==> src/rtl/mips_pkg.sv <==
// Shared definitions for the MIPS fetch stage: FSM state encoding, primary
// opcode constants and the default reset vector.
package mips_pkg;

    typedef enum logic [1:0] {
        ST_IDLE  = 2'd0,
        ST_FETCH = 2'd1,
        ST_HOLD  = 2'd2
    } fetch_state_t;

    localparam logic [5:0] OP_RTYPE = 6'h00;
    localparam logic [5:0] OP_LW    = 6'h23;
    localparam logic [5:0] OP_SW    = 6'h2B;
    localparam logic [5:0] OP_BEQ   = 6'h04;
    localparam logic [5:0] OP_ADDI  = 6'h08;
    localparam logic [5:0] OP_ORI   = 6'h0D;
    localparam logic [5:0] OP_J     = 6'h02;

    localparam logic [31:0] DEFAULT_RESET_PC = 32'h0000_0000;

    // Word offset of a conditional branch: sign-extended immediate scaled by 4.
    function automatic logic [31:0] branch_offset(input logic [15:0] imm);
        return {{14{imm[15]}}, imm, 2'b00};
    endfunction

    function automatic logic [31:0] jump_target(input logic [31:0] pc_plus4,
                                                input logic [25:0] index);
        return {pc_plus4[31:28], index, 2'b00};
    endfunction

endpackage

==> src/rtl/fetch_unit_if.sv <==
// Instruction-memory read port: variable-latency req/ack handshake.
interface fetch_unit_if;

    logic        imem_req;
    logic [31:0] imem_addr;
    logic        imem_ack;
    logic [31:0] imem_rdata;

    modport master (
        output imem_req,
        output imem_addr,
        input  imem_ack,
        input  imem_rdata
    );

    modport slave (
        input  imem_req,
        input  imem_addr,
        output imem_ack,
        output imem_rdata
    );

endinterface

==> src/rtl/fetch_unit_next_pc.sv <==
// Combinational next-PC selection for the retiring instruction:
// jump beats taken branch beats sequential.
module next_pc
    import mips_pkg::*;
(
    input  logic [31:0] i_pc_plus4,
    input  logic [31:0] i_inst,
    input  logic        i_branch,
    input  logic        i_zero,
    input  logic        i_jump,
    output logic [31:0] o_target
);

    // The opcode field is decoded upstream; only the immediate/index fields matter here.
    logic [5:0] w_unused_opcode;
    assign w_unused_opcode = i_inst[31:26];

    // NOTE: o_target gets a default before any branch of the if-chain, so no latch is inferred.
    always_comb begin
        o_target = i_pc_plus4;
        if (i_jump) begin
            o_target = jump_target(i_pc_plus4, i_inst[25:0]);
        end else if (i_branch && i_zero) begin
            o_target = i_pc_plus4 + branch_offset(i_inst[15:0]);
        end
    end

endmodule

==> src/rtl/fetch_unit.sv <==
// Instruction fetch stage: PC register, IDLE/FETCH/HOLD fetch FSM, captured
// instruction and retired-instruction counter.
module fetch_unit
    import mips_pkg::*;
#(
    parameter logic [31:0] RESET_PC = DEFAULT_RESET_PC
) (
    input  logic               clk,
    input  logic               reset,
    fetch_unit_if.master       imem,
    output logic [31:0]        inst,
    output logic               inst_valid,
    input  logic               inst_ready,
    input  logic               branch,
    input  logic               zero,
    input  logic               jump,
    output logic [31:0]        pc,
    output logic [31:0]        pc_plus4,
    output logic [31:0]        instret
);

    fetch_state_t r_state;
    fetch_state_t w_state_next;

    logic [31:0] r_pc;
    logic [31:0] r_inst;
    logic [31:0] r_instret;

    logic        w_capture;
    logic        w_retire;
    logic        w_imem_req;
    logic        w_inst_valid;
    logic [31:0] w_pc_plus4;
    logic [31:0] w_next_pc;

    assign w_pc_plus4 = r_pc + 32'd4;

    next_pc u_next_pc (
        .i_pc_plus4 (w_pc_plus4),
        .i_inst     (r_inst),
        .i_branch   (branch),
        .i_zero     (zero),
        .i_jump     (jump),
        .o_target   (w_next_pc)
    );

    // Handshake outputs depend only on r_state; ack/ready only steer transitions.
    always_comb begin
        w_state_next = r_state;
        w_imem_req   = 1'b0;
        w_inst_valid = 1'b0;
        w_capture    = 1'b0;
        w_retire     = 1'b0;
        unique case (r_state)
            ST_IDLE: begin
                w_state_next = ST_FETCH;
            end
            ST_FETCH: begin
                w_imem_req = 1'b1;
                if (imem.imem_ack) begin
                    w_capture    = 1'b1;
                    w_state_next = ST_HOLD;
                end
            end
            ST_HOLD: begin
                w_inst_valid = 1'b1;
                if (inst_ready) begin
                    w_retire     = 1'b1;
                    w_state_next = ST_FETCH;
                end
            end
            default: begin
                w_state_next = ST_IDLE;
            end
        endcase
    end

    // NOTE: all state here uses non-blocking assignments so every register samples pre-edge values.
    always_ff @(posedge clk) begin
        if (reset) begin
            r_state   <= ST_IDLE;
            r_pc      <= RESET_PC;
            r_inst    <= 32'h0000_0000;
            r_instret <= 32'h0000_0000;
        end else begin
            r_state <= w_state_next;
            if (w_capture) begin
                r_inst <= imem.imem_rdata;
            end
            if (w_retire) begin
                r_pc      <= w_next_pc;
                r_instret <= r_instret + 32'd1;
            end
        end
    end

    assign imem.imem_req  = w_imem_req;
    assign imem.imem_addr = r_pc;
    assign inst           = r_inst;
    assign inst_valid     = w_inst_valid;
    assign pc             = r_pc;
    assign pc_plus4       = w_pc_plus4;
    assign instret        = r_instret;

endmodule

==> src/flat_wrapper.sv <==
// flat-port wrapper written by rule: the top's interface ports become plain ports
module fetch_unit_flat import mips_pkg::*;
#(
    parameter logic [31:0] RESET_PC = DEFAULT_RESET_PC
)
  (clk, reset, inst, inst_valid, inst_ready, branch, zero, jump, pc, pc_plus4, instret, imem_imem_req, imem_imem_addr, imem_imem_ack, imem_imem_rdata);
  fetch_unit_if imem_i ();
  input  logic clk;
  input  logic reset;
  output logic [31:0] inst;
  output logic inst_valid;
  input  logic inst_ready;
  input  logic branch;
  input  logic zero;
  input  logic jump;
  output logic [31:0] pc;
  output logic [31:0] pc_plus4;
  output logic [31:0] instret;
  output wire logic [$bits(imem_i.imem_req)-1:0] imem_imem_req;
  output wire logic [$bits(imem_i.imem_addr)-1:0] imem_imem_addr;
  input wire logic [$bits(imem_i.imem_ack)-1:0] imem_imem_ack;
  input wire logic [$bits(imem_i.imem_rdata)-1:0] imem_imem_rdata;
  assign imem_imem_req = imem_i.imem_req;
  assign imem_imem_addr = imem_i.imem_addr;
  assign imem_i.imem_ack = imem_imem_ack;
  assign imem_i.imem_rdata = imem_imem_rdata;
  fetch_unit #(.RESET_PC(RESET_PC)) u_core (.clk(clk), .reset(reset), .imem(imem_i), .inst(inst), .inst_valid(inst_valid), .inst_ready(inst_ready), .branch(branch), .zero(zero), .jump(jump), .pc(pc), .pc_plus4(pc_plus4), .instret(instret));
endmodule
==> config.mk <==
export PLATFORM = sky130hd
export DESIGN_NAME = fetch_unit_flat
export DESIGN_NICKNAME = d
export VERILOG_FILES = /design/src/rtl/mips_pkg.sv /design/src/rtl/fetch_unit_if.sv /design/src/rtl/fetch_unit_next_pc.sv /design/src/rtl/fetch_unit.sv /design/src/flat_wrapper.sv
export SDC_FILE = /design/constraint.sdc
export NUM_CORES = 1
export LEC_CHECK = 0
export ABC_CLOCK_PERIOD_IN_PS = 6400
export CELL_PAD_IN_SITES_DETAIL_PLACEMENT = 1
export CELL_PAD_IN_SITES_GLOBAL_PLACEMENT = 2
export CORE_ASPECT_RATIO = 0.8
export CORE_UTILIZATION = 29
export CTS_BUF_LIST = sky130_fd_sc_hd__clkbuf_8
export DETAILED_ROUTE_END_ITERATION = 8
export PLACE_DENSITY_LB_ADDON = 0.08
export SYNTH_ARGS = -nofsm -noshare
export SYNTH_HDL_FRONTEND = slang
export SYNTH_SLANG_ARGS = --single-unit
==> constraint.sdc <==
create_clock -name clk -period 6.4 [get_ports clk]
set_clock_uncertainty 0.15 [all_clocks]
set_input_delay 1.28 -clock clk [delete_from_list [all_inputs] [get_ports clk]]
set_output_delay 1.28 -clock clk [all_outputs]
set_load 0.01 [all_outputs]
# [Word-level counts from Yosys, hierarchy flattened]
# Index checks and enable logic that the tools add are counted.
[word_totals] regBits=98 latch_bits=0 ramBits=0 romBits=0 input_bits=39 elab_cells=25 n_memories=0
[classes] n_addsub=3 n_mul=0 n_div=0 n_lt_le_gt_ge=0 eq_ne=4 shift=0 n_mux=11 bitwise=0 n_reduce_logical=3
[ops] op="two-way mux 32 bit" n=2
[ops] op="adder 32 x 1 -> 32 bit, second input constant" n=1
[ops] op="adder 32 x 3 -> 32 bit, second input constant" n=1
[ops] op="adder 32 bit" n=1
[ops] op="two-way mux 1 bit" n=6
[ops] op="case mux 2 bit (3 select lines)" n=1
[ops] op="two-way mux 2 bit" n=2
[ops] op="inequality test 2 bit, second input constant" n=2
[ops] op="equality test 2 x 1 -> 1 bit, second input constant" n=1
[ops] op="equality test 2 bit, second input constant" n=1
[ops] op="zero test 2 bit" n=1
[ops] op="AND reduction 2 bit" n=1
[ops] op="logical AND 1 bit" n=1

# [Depth between registers and ports, before layout]
[depth] depth_word=4 mapped_depth=20 mapped_depth_nobuf=19

# [Hierarchy]
# From an unflattened synthesis, not the netlist that was laid out.
[hier_totals] cells_unflattened=900 area_unflattened_um2=6811.5
[modules_own_cells] module="fetch_unit" instances=1 cells_each=573 area_each_um2=4584.4 seq_area_each_um2=1961.9
[modules_own_cells] module="next_pc" instances=1 cells_each=327 area_each_um2=2227.1 seq_area_each_um2=0.0

# [Least setup slack after synthesis]
# Ideal clock, no wire load.
[synth_path] kind="reg-to-reg" from="reg u_core.r_pc[2], in the netlist u_core.imem.imem_addr[2]" to="reg u_core.r_pc[28], in the netlist u_core.imem.imem_addr[28]" setup_time_ps=74 arrival_ps=3866 slack_ps=2310 stages_incl_launch_ff=20 n_path_buf=1 cell_sequence="dfxtp_1 -> ha_1 -> and4_1 -> nand2_1 -> nor2_1 -> nand3_1 -> nor2_1 -> nand2_1 -> xnor2_1 -> ha_1 -> clkbuf_1 -> a21o_1 -> a21o_1 -> a21o_1 -> a21o_1 -> a21o_1 -> a221oi_1 -> xnor2_1 -> nand2_1 -> a31oi_1"
[synth_via] elab_chain_len=4
[synth_lines] item="start, declared" line="fetch_unit.sv:25" source="logic [31:0] r_pc;"
[synth_lines] item="start signal, assigned" line="fetch_unit.sv:91" source="r_pc <= w_next_pc;"
[synth_lines] item="adder 32 x 3 -> 32 bit" line="fetch_unit.sv:36" source="assign w_pc_plus4 = r_pc + 32'd4;"
[synth_lines] item="net pc_plus4[22]" line="flat_wrapper.sv:17" source="output logic [31:0] pc_plus4;"
[synth_lines] item="adder 32 bit" line="fetch_unit_next_pc.sv:24" source="o_target = i_pc_plus4 + branch_offset(i_inst[15:0]);"
[synth_lines] item="two-way mux 32 bit" line="fetch_unit_next_pc.sv:23" source="end else if (i_branch && i_zero) begin"
[synth_lines] item="two-way mux 32 bit" line="fetch_unit_next_pc.sv:21" source="if (i_jump) begin"
# The timed path passes the listed nets, and every way through them passes these cells.
# A chain may end at the register's enable or synchronous reset.

# [Worst setup path in the final report]
[layout_path] from="reg u_core.r_pc[2], in the netlist u_core.imem.imem_addr[2]" to="out pc_plus4[28]"
[layout_via] elab_chain_len=1
[layout_lines] item="adder 32 x 3 -> 32 bit" line="fetch_unit.sv:36"
[layout_lines] item="end, declared" line="flat_wrapper.sv:17"
# Every way passes these cells.

==> results.cfg <==
[detailed_routing]
drtPass1Iterations = 4
drt-total-wl_um = 23050
drt-vias-per-instance = 4.907
routed-via-count = 6418
drc = 0
initialDrtViolationCount = 235
drt-wirelength-per-cell_um = 17.62
postRouteAntennaNets = 0

[timing]
fin_crit_sh_pct = 76.76
slew_headroom_pct = 43.47
slew_viol_final = 0
hold_viol = 0
rsz0062_at_grt = no
worst_slew_pin_slew_ns = 0.8479
fin_hold_ws_ns = 0.3160
fin_tns_setup_ns = 0
max_freq_mhz = 203.5
fin_crit_ns = 4.913
setup_viol = 0

[global_routing]
overflow = 0
grt_pass1_vias = 6302
grt_max_degree = 59
grtUsageTotal_pct = 20.14
grt_pass1_wl_um = 36020
grt_antenna_before_repair = 0

[yosys]
synth_top_area_cell = dfxtp_1
ys_seq_area_share_pct = 29.48
synth.area.top_cells = dfxtp_1 (29%), nand2_1 (9.3%), ha_1 (7.1%)
synthFlopType = dfxtp_1
synth_cell_types = 69
synth-seq-cells = 96
avgSynthCellArea_sq_um = 7.589
synth_area_sq_um = 6519
synth_edf_count = 0
synth_async_sr_flop_share_pct = 0
yosys_warnings = 0
postSynthCellCount = 859
synth_top_area_share_pct = 29.48

[finish]
area_growth_syn_to_layout_pct = 33.44
drive_gt1_share_pct = 4.762
fin_nets = 1080
fin_cells = 1308
layout_common_cells = clkdlybuf4s50_1 (193), nand2_1 (161), dfxtp_1 (96)
antennaDiodeCount = 0
fillers = 2630
layout_commonest_cell = clkdlybuf4s50_1

[pwr]
power.density_nw_per_um2 = 143.4
ir_drop_uv = 105.2
power_leakage_nw = 3.294

[critical_path]
cp-end-kind = output pin
crit_type = reg -> out
crit_chain = ha_1 > and4_1 > nand2_1 > nor2_1 > nand3_1 > nor2_1 > nand3_1 > xnor2_1 > clkdlybuf4s50_1
slowest_delay_ns = 0.62
path_buf_inv = 1
start_kind = flop
cpLargestDelayFamily = simple AND/OR/NAND/NOR gates
cp.arrival_ns = 3.48
critPathMaxFanout = 8
rr_worst_depth = 19
path_depth = 9
required_ns = 4.97
crit_slowest_cell = clkdlybuf4s50_1

[status]
status = complete, no violations

[clocking]
clockBufferDepth = 2
cts.sinks = 96
cts-root-buf = clkbuf_8
path_clk_slew_ns = 0.12
cts_tree = yes
ctsHoldBuffers = 0
htree_levels = 3
insertion_delay_ns = 0.40
cts_buffers = 9
cts_setup_buffers = 0
cts-resized-gates = 0

[placement]
portBuffers = 194
gp_congestion = 0.8403
place_hpwl_um = 17420
dp_cells = 1292

[hold_path]
hold_path.class = reg -> reg
hold_depth = 2

[floorplan]
design.core.area_sq_um = 21800
rows = 48
die_x_um = 169.6
start_util_pct = 29.90
die_h_um = 136.1
ios = 201
die-area_sq_um = 23090

[flow_run]
cap_violations = 0
==> cell families (layout without fill, tap and decap cells) <==
logic type / Yosys count / count (layout) / synth area share (%)
buffers and inverters: 86 / 230 / 7.198
adder cells (fa/ha/maj): 38 / 38 / 7.409
AO/OA/AOI/OAI: 210 / 210 / 20.17
multiplexers: 2 / 2 / 0.3263
XOR/XNOR: 77 / 77 / 10.35
flip-flops: 96 / 96 / 29.48
AND/OR/NAND/NOR: 349 / 349 / 25.01
other: 1 / 6 / 0.05753
==> final timing paths <==
| check | endpoint | start | slack [ns] |
|---|---|---|---|
| worst max-delay path | pc_plus4[28] | u_core.imem.imem_addr[2] | 1.49 |
| worst min-delay path | u_core.inst[28] | u_core.inst[28] | 0.32 |
| worst max register to register | u_core.imem.imem_addr[31] | u_core.imem.imem_addr[2] | 1.71 |
| worst min register to register | u_core.inst[28] | u_core.inst[28] | 0.32 |
==> synth_stat cells (all sizes together) (3+ instances only) <==
| cell type | number |
|---|---|
| nand2 | 161 |
| a21oi | 92 |
| and3 | 10 |
| ha | 37 |
| a22oi | 3 |
| a31oi | 5 |
| nand2b | 7 |
| and2 | 7 |
| nand3 | 31 |
| nor2 | 83 |
| a21o | 12 |
| nor3 | 8 |
| o211ai | 16 |
| and4 | 6 |
| o21a | 5 |
| buf | 42 |
| nor2b | 3 |
| nor4 | 4 |
| o21bai | 5 |
| a211oi | 5 |
| or3 | 8 |
| xor2 | 40 |
| o31ai | 4 |
| xnor2 | 37 |
| nand4 | 14 |
| clkbuf | 32 |
| dfxtp | 96 |
| o21ai | 39 |
| inv | 12 |
==> power breakdown <==
group	internal (mW)	total (mW)	switching, mW
clock	0.157	0.435	0.278
sequential	0.610	0.627	0.0169
combinational	0.0830	0.186	0.103
total	0.850	1.25	0.397
==> tightest hold or removal path, cell delays in order, from the launching register on <==
cell and delay, ns:
dfxtp_1 0.33, nand2_1 0.05, a21oi_1 0.05
==> final cells by class <==
class | count | area (sq um) | area share [%]
clock buffers | 9 | 123.9 | 1.424
clock inverters | 7 | 86.33 | 0.9925
inverters | 12 | 45.04 | 0.5178
multi-input cells | 682 | 4149 | 47.70
flip-flops and latches | 96 | 1922 | 22.09
well taps | 300 | 375.4 | 4.315
repair buffers | 202 | 1997 | 22.96
==> metrics by stage <==
step | worst slack, ns | utilization, % | cell area, sq um | power [mW]
finish | 1.487 | 39.90 | 8698 | 1.248
global route | 1.185 | 39.90 | 8698 | 1.311
detailed placement | 1.756 | 38.93 | 8488 | 0.8280
CTS | 1.422 | 39.90 | 8698 | 1.272
floorplan | 2.310 | - | 6538 | 0.7382
global placement | 1.910 | 38.93 | 8488 | 0.8283
==> flip-flops by register name, summed over array words and instances (netlist names) <==
name	flops
u_core.r_state	2
u_core.instret	32
u_core.inst	32
u_core.imem.imem_addr	30
==> metal layers <==
metal / vias to the layer above / routed length, um / GRT usage (%)
met1: 3043 / 12000 / 29.16
met3: 13 / 1063 / 4.192
li1: 3238 / - / -
met4: 0 / 211 / 3.904
met2: 124 / 9777 / 30.56
met5: - / 0 / 0
Note: power is estimated with default switching activity, not from simulation.
